<file path="config.mk">
export PLATFORM = sky130hd
export DESIGN_NAME = escritor_filas
export DESIGN_NICKNAME = d
export VERILOG_FILES = /design/src/rtl/escritor_filas.sv
export SDC_FILE = /design/constraint.sdc
export NUM_CORES = 1
export LEC_CHECK = 0
export CORE_MARGIN = 2
export CORE_UTILIZATION = 45
export CTS_CLUSTER_SIZE = 8
export DETAILED_ROUTE_END_ITERATION = 12
export PLACE_DENSITY_LB_ADDON = 0.08
export SLEW_MARGIN = 15
export SYNTH_ARGS = -nofsm -noshare
export SYNTH_HDL_FRONTEND = slang
export SYNTH_SLANG_ARGS = --single-unit
export TNS_END_PERCENT = 100
</file>
<file path="constraint.sdc">
create_clock -name clk -period 8.5 [get_ports clk]
set_input_delay 2.55 -clock clk [delete_from_list [all_inputs] [get_ports clk]]
set_output_delay 2.55 -clock clk [all_outputs]
set_load 0.02 [all_outputs]
</file>
<file path="src/rtl/escritor_filas.sv">
// Row writer: assembles incoming pixels into full rows, writes each row to the buffer,
// then reads the whole block back. Optional sticky error output under ESCRITOR_FILAS_ERR_EN.
module escritor_filas #(
    parameter int bit_depth = 8,
    parameter int width_fil = 16,
    parameter int width_col = 16
) (
    input  logic                            clk,
    input  logic                            rst,
    input  logic                            start,
    input  logic [bit_depth-1:0]            pix_in,
    input  logic                            pix_valid,
    output logic                            pix_ready,
    output logic [bit_depth*width_col-1:0]  fila_out,
    output logic                            wr,
    output logic                            en,
    output logic [$clog2(width_fil)-1:0]    fila_idx,
    output logic                            busy,
    output logic                            done
`ifdef ESCRITOR_FILAS_ERR_EN
    ,
    output logic                            err
`endif
);

    localparam int CW  = $clog2(width_col);
    localparam int FIW = $clog2(width_fil);
    localparam int RW  = bit_depth * width_col;
    localparam logic [CW-1:0]  PIX_LAST  = CW'(width_col - 1);
    localparam logic [FIW-1:0] FILA_LAST = FIW'(width_fil - 1);

    typedef enum logic [1:0] {
        IDLE    = 2'd0,
        CARGA   = 2'd1,
        LECTURA = 2'd2,
        FIN     = 2'd3
    } estado_t;

    estado_t              r_estado;
    estado_t              w_estado_sig;
    logic [CW-1:0]        r_pix_cnt;
    logic [FIW-1:0]       r_fila_cnt;
    logic [FIW-1:0]       r_rd_cnt;
    logic [FIW-1:0]       r_wr_idx;
    logic                 r_wr_pulso;
    logic                 r_lleno;
    logic [RW-bit_depth-1:0] r_asm;
    logic [RW-1:0]        r_fila;
    logic                 w_acepta;
    logic                 w_fin_fila;
    logic                 w_fin_bloque;

    assign pix_ready    = (r_estado == CARGA) && !r_lleno;
    assign w_acepta     = pix_valid && pix_ready;
    assign w_fin_fila   = w_acepta && (r_pix_cnt == PIX_LAST);
    assign w_fin_bloque = w_fin_fila && (r_fila_cnt == FILA_LAST);

    assign fila_out = r_fila;
    assign wr       = (r_estado == LECTURA);
    assign en       = r_wr_pulso || (r_estado == LECTURA);
    assign fila_idx = (r_estado == LECTURA) ? r_rd_cnt : r_wr_idx;
    assign busy     = (r_estado != IDLE);
    assign done     = (r_estado == FIN);

    always_comb begin
        w_estado_sig = r_estado;
        case (r_estado)
            IDLE:    if (start) w_estado_sig = CARGA;
            // r_lleno marks the write cycle of the last row; leave CARGA right after it
            CARGA:   if (r_lleno) w_estado_sig = LECTURA;
            LECTURA: if (r_rd_cnt == FILA_LAST) w_estado_sig = FIN;
            FIN:     w_estado_sig = IDLE;
            default: w_estado_sig = IDLE;
        endcase
    end

    always_ff @(posedge clk or negedge rst) begin
        if (!rst) r_estado <= IDLE;
        else      r_estado <= w_estado_sig;
    end

    always_ff @(posedge clk or negedge rst) begin
        if (!rst) begin
            r_pix_cnt  <= '0;
            r_fila_cnt <= '0;
            r_rd_cnt   <= '0;
            r_wr_idx   <= '0;
            r_wr_pulso <= 1'b0;
            r_lleno    <= 1'b0;
            r_fila     <= '0;
        end else begin
            r_wr_pulso <= w_fin_fila;
            r_wr_idx   <= w_fin_fila ? r_fila_cnt : '0;
            r_lleno    <= w_fin_bloque;
            if (w_fin_fila)
                r_fila <= {pix_in, r_asm};
            if (w_acepta)
                r_pix_cnt <= w_fin_fila ? '0 : r_pix_cnt + 1'b1;
            if (w_fin_fila)
                r_fila_cnt <= w_fin_bloque ? '0 : r_fila_cnt + 1'b1;
            if (r_estado == LECTURA)
                r_rd_cnt <= (r_rd_cnt == FILA_LAST) ? '0 : r_rd_cnt + 1'b1;
        end
    end

    // The last pixel of a row goes straight into r_fila, so r_asm holds only the first width_col-1
    always_ff @(posedge clk) begin
        if (w_acepta && !w_fin_fila)
            r_asm[bit_depth*r_pix_cnt +: bit_depth] <= pix_in;
    end

`ifdef ESCRITOR_FILAS_ERR_EN
    logic r_err;

    always_ff @(posedge clk or negedge rst) begin
        if (!rst) r_err <= 1'b0;
        else      r_err <= r_err || (start && busy);
    end

    assign err = r_err;
`endif

endmodule

</file>
# Word-level counts from Yosys, hierarchy flattened
# Index checks and enable logic that the tools add are counted.
[totals]
reg_bits = 268
in_bits = 12
out_inout_bits = 137
elab_cells = 45
[op_classes]
addsub = 4
n_eq_ne = 9
n_shift = 2
muxes = 10
n_reduce_logical = 11
[ops]
columns = ["op", "count"]
rows = [
  ["$bwmux 120", 1],
  ["$shift 8x34->120 const A", 1],
  ["$shiftx 8x34->120", 1],
  ["$neg 7->34", 1],
  ["$mux 4", 5],
  ["$add 4x1->4 const B", 3],
  ["$eq 4x4->1 const B", 3],
  ["$pmux 2 s4", 1],
  ["$mux 2", 3],
  ["$logic_and 1x1->1", 5],
  ["$eq 2x2->1 const B", 2],
  ["$ne 2x2->1 const B", 2],
  ["$reduce_and 3->1", 1],
  ["$eq 2x1->1 const B", 1],
  ["$logic_not 1->1", 2],
  ["$logic_not 2->1", 1],
  ["$ne 2x1->1 const B", 1],
  ["$reduce_bool 2->1", 1],
  ["$logic_or 1x1->1", 1],
]

# Depth between registers and ports, before layout
[depth]
depth_word = 6
mapped_depth = 8
depth_no_buf = 5

# Worst setup path after synthesis
# Ideal clock, no wire load.
[synth_timing]
path_type = "in2reg"
start = "in pix_valid"
end = "reg r_asm[10] (enable)"
setup_ns = 0.395
arrival_ns = 4.012
path_slack_ns = 4.094
path_stages = 4
path_cell_list = "and3b_1 > clkbuf_1 > nand2_1 > nor4_1"
[synth_via]
elab_chain_len = 4
[synth_lines]
columns = ["item", "line_no", "text"]
rows = [
  ["from (decl)", "12", "input logic pix_valid,"],
  ["$logic_and 1x1->1 *", "54", "assign w_acepta = pix_valid && pix_ready;"],
  ["$logic_and 1x1->1", "55", "assign w_fin_fila = w_acepta && (r_pix_cnt == PIX_LAST);"],
  ["$logic_not 1->1", "108", "if (w_acepta && !w_fin_fila)"],
  ["$logic_and 1x1->1 *", "108", ""],
  ["to (signal, indexed assignment)", "109", "r_asm[bit_depth*r_pix_cnt +: bit_depth] <= pix_in;"],
  ["to (decl)", "47", "logic [RW-bit_depth-1:0] r_asm;"],
]
# Every way passes the cells marked *; elsewhere a longest branch is shown, timed or not.
# A chain may end at the register's enable or synchronous reset.

# Worst setup path after layout
[layout_timing]
start = "reg r_estado[0]"
end = "out fila_idx[0]"
[layout_via]
elab_chain_len = 2
[layout_lines]
columns = ["item", "line_no", "text"]
rows = [
  ["from (decl)", "39", "estado_t r_estado;"],
  ["from (signal assigned)", "79", "else r_estado <= w_estado_sig;"],
  ["$eq 2x2->1", "61", "assign fila_idx = (r_estado == LECTURA) ? r_rd_cnt : r_wr_idx;"],
  ["$mux 4", "61", ""],
  ["to (decl)", "17", "output logic [$clog2(width_fil)-1:0] fila_idx,"],
]
# Every way passes these cells.

==> results.py <==
metrics = {
    "synthesis": {
        "syn_inst": 690,
        "synthAdderAreaFrac": 0.0118,
        "synth_seq_cells": 268,
        "async_reset_ff_frac": 0.552,
        "synthMuxAreaShare": 0.145,
        "ys.flop_type": "dfrtp_1",
        "synthXorXnorAreaFrac": 0.00486,
        "synth_compound_area_frac": 0.0147,
        "yosys.cell_types.count": 46,
        "syn-mean-instance-area_um2": 15.3,
        "synth_edf_count": 120,
        "ys_warn_count": 0,
        "synth_nets": 712,
        "synthSimpleGateAreaFrac": 0.102,
        "synth_top_family_by_area": "multiplexers",
        "netlist_area_um2": 10600,
        "seq_area_frac_synth": 0.692,
    },
    "cells_and_area": {
        "layout-drive-gt1-share": 0.191,
        "nFillCells": 1886,
        "seqCellArea_um2": 7310,
        "fin_util": 0.576,
        "antennaDiodeCount": 0,
        "fin_nets": 863,
        "multi_input_area_um2": 2970,
        "synthToLayoutAreaGrowth_pct": 26.9,
    },
    "sta": {
        "fin_crit_ps": 4980,
        "relSlewSlack": 0.293,
        "max_freq_mhz": 201,
        "setup_viol": 0,
        "hold_viol": 0,
        "maxSlewViolCount": 0,
        "whs_ps": 463,
        "setup_tns_ps": 0,
        "finClkSkew_ps": 11.5,
        "rsz0062_at_grt": "no",
        "finalCritPeriodShare": 0.586,
        "tightest_slew_ps": 1050,
        "setup_ws_ps": 3520,
    },
    "drt": {
        "vias": 6143,
        "routed_wl_um": 23500,
        "drt-initial-drc-count": 326,
        "ant_nets": 0,
        "via_per_inst": 5.17,
        "dr.pass1.iters": 4,
        "wl_per_cell_um": 19.8,
        "drc": 0,
    },
    "floorplan": {
        "core_area_um2": 23300,
        "die_height_um": 157,
        "die_w_um": 157,
        "die_area_um2": 24700,
        "rows": 56,
        "ios": 149,
        "initial_core_util": 0.454,
    },
    "worst_setup_path": {
        "startpoint": "r_estado[0]",
        "cp-start-kind": "flip-flop",
        "worstPathArrival_ps": 2430,
        "path_max_fanout": 14,
        "end_kind": "output port",
        "r2r_start": "r_pix_cnt[0]",
        "worstSetupPathType": "reg2out",
        "r2r_slack_ps": 5150,
        "reg2reg_depth": 5,
        "cp.required_ps": 5950,
    },
    "power_and_ir_drop": {
        "pwr-share-comb": 0.287,
        "intPower_mw": 3.13,
        "p_sw_mw": 1.41,
        "p_per_area_nw_per_um2": 338,
        "p_leak_nw": 5.67,
        "swShare": 0.310,
        "clockPowerShare": 0.318,
        "irDropWorstVdd_uv": 172,
        "pwr-share-seq": 0.395,
    },
    "grt": {
        "grt_pass1_wl_um": 36300,
        "grt_max_degree": 76,
        "grt_pass1_vias": 6345,
        "grt_usage": 0.195,
        "grt.overflow.total": 0,
        "antenna_found_initial": 0,
    },
    "clock_network": {
        "cts_post_setup_buffers_inserted": 0,
        "path_clk_slew_ps": 50,
        "cts_sinks": 268,
        "cts_root_buffer": "clkbuf_16",
        "cts_buffers": 39,
        "cts_buffer_depth": 3,
        "holdBufCountCts": 0,
        "cts_resized": 0,
        "htreeDepth": 2,
        "clk_latency_ps": 500,
        "cts_tree": "yes",
    },
    "flow_run": {
        "drv_cap": 0,
    },
    "hold_path": {
        "whs_path_depth": 1,
        "worstHoldStart": "r_asm[46]",
        "hp-class": "reg2reg",
    },
    "placement": {
        "hpwl_um": 15200,
        "io_buffers": 148,
        "globalplace.congestion": 0.779,
        "place_ws_ps": 3170,
    },
    "status": {
        "status": "finished clean",
    },
}
==> critical path: stages, from the launching register on <==
cell and delay, ps:
dfrtp_1 400, inv_1 140, ha_1 470, mux2_2 390, clkdlybuf4s50_1 540
==> cells in the mapped netlist, drive strengths merged, types with 2 or more instances <==
| cell type | instances | area share |
|---|---|---|
| nor3 | 12 | 0.0062 |
| buf | 23 | 0.018 |
| a31oi | 3 | 0.0018 |
| ha | 10 | 0.012 |
| edfxtp | 120 | 0.34 |
| inv | 11 | 0.0039 |
| dfrtp | 148 | 0.35 |
| nand3b | 3 | 0.0033 |
| or3 | 2 | 0.0012 |
| clkbuf | 22 | 0.0079 |
| nor4 | 7 | 0.0053 |
| mux2 | 135 | 0.14 |
| a21oi | 5 | 0.0027 |
| nand2 | 16 | 0.0057 |
| and2 | 33 | 0.020 |
| nand4 | 2 | 0.0012 |
| nor2 | 38 | 0.014 |
| xnor2 | 4 | 0.0033 |
| a21o | 4 | 0.0028 |
| nand3 | 8 | 0.0038 |
| o21ai | 7 | 0.0033 |
| and3 | 64 | 0.038 |
==> final timing paths <==
check                                 to
max                          fila_idx[0]
min                         fila_out[46]
max reg2reg                    r_asm[81]
min reg2reg                 fila_out[46]
max in group asynchronous  fila_out[123]
min in group asynchronous  fila_out[106]
==> logic make-up after synthesis <==
group	after synthesis
xor+xnor	5
flops	268
mux	136
simple gates	191
compound gates	24
buf+inv	56
fa+ha+maj	10
==> flip-flops by register name, indices dropped and copies added (netlist names) <==
register and cells:
fila_out 128, r_asm 120, r_estado 2, r_fila_cnt 4
r_lleno 1, r_pix_cnt 4, r_rd_cnt 4, r_wr_idx 4
r_wr_pulso 1
==> metal layers <==
layer  part of all wire  global-route usage  wire length (um)  vias up
li1                   -                   -                 -     2795
met3              0.061              0.0341              1430       39
met2               0.46               0.302             10800      195
met5                  0                   0                 0        -
met4              0.022              0.0710               527        0
met1               0.46               0.278             10700     3114
==> cells in the final DEF (no fill, tap or decap), types with 3 or more instances in the layout <==
| cell type | synthesis | routed |
|---|---|---|
| nor3_1 | 11 | 10 |
| buf_4 | 1 | 7 |
| clkdlybuf4s50_1 | 0 | 147 |
| edfxtp_1 | 120 | 120 |
| o21ai_0 | 7 | 7 |
| nand3_1 | 8 | 8 |
| mux2_2 | 105 | 105 |
| nand2_1 | 16 | 16 |
| and3_1 | 63 | 63 |
| a21o_1 | 4 | 4 |
| mux2_1 | 30 | 30 |
| dfrtp_1 | 148 | 148 |
| and2_1 | 33 | 33 |
| a21oi_1 | 4 | 4 |
| xnor2_1 | 4 | 4 |
| clkbuf_1 | 21 | 27 |
| ha_1 | 10 | 10 |
| nor2_1 | 37 | 37 |
| inv_1 | 11 | 11 |
| clkbuf_16 | 0 | 41 |
| a31oi_1 | 3 | 3 |
| nor4_1 | 5 | 5 |
==> cell type report <==
cell class | instances | area share
well taps | 319 | 0.0298
clock buffers | 68 | 0.0841
repair buffers | 155 | 0.115
clock inverters | 1 | 0.00224
flip-flops and latches | 268 | 0.545
inverters | 11 | 0.00308
multi-input cells | 366 | 0.221
==> power by group through the flow <==
stage	clock network, mW	registers, mW	logic, mW
6_report	1.44	1.79	1.30
4_1_cts	1.47	1.80	1.30
3_3_place_gp	0	1.81	1.27
5_1_grt	1.54	1.83	1.40
3_5_place_dp	0	1.82	1.30
2_1_floorplan	0	2.00	0.527
==> through the flow <==
step,power (mW),cells,cell area (um2)
after global placement,3.08,1119,12200
after detailed placement,3.12,1119,12200
after CTS,4.58,1188,13400
final,4.53,1188,13400
after global routing,4.76,1188,13400
after floorplan,2.53,690,10600
(Power assumes the default switching activity.)
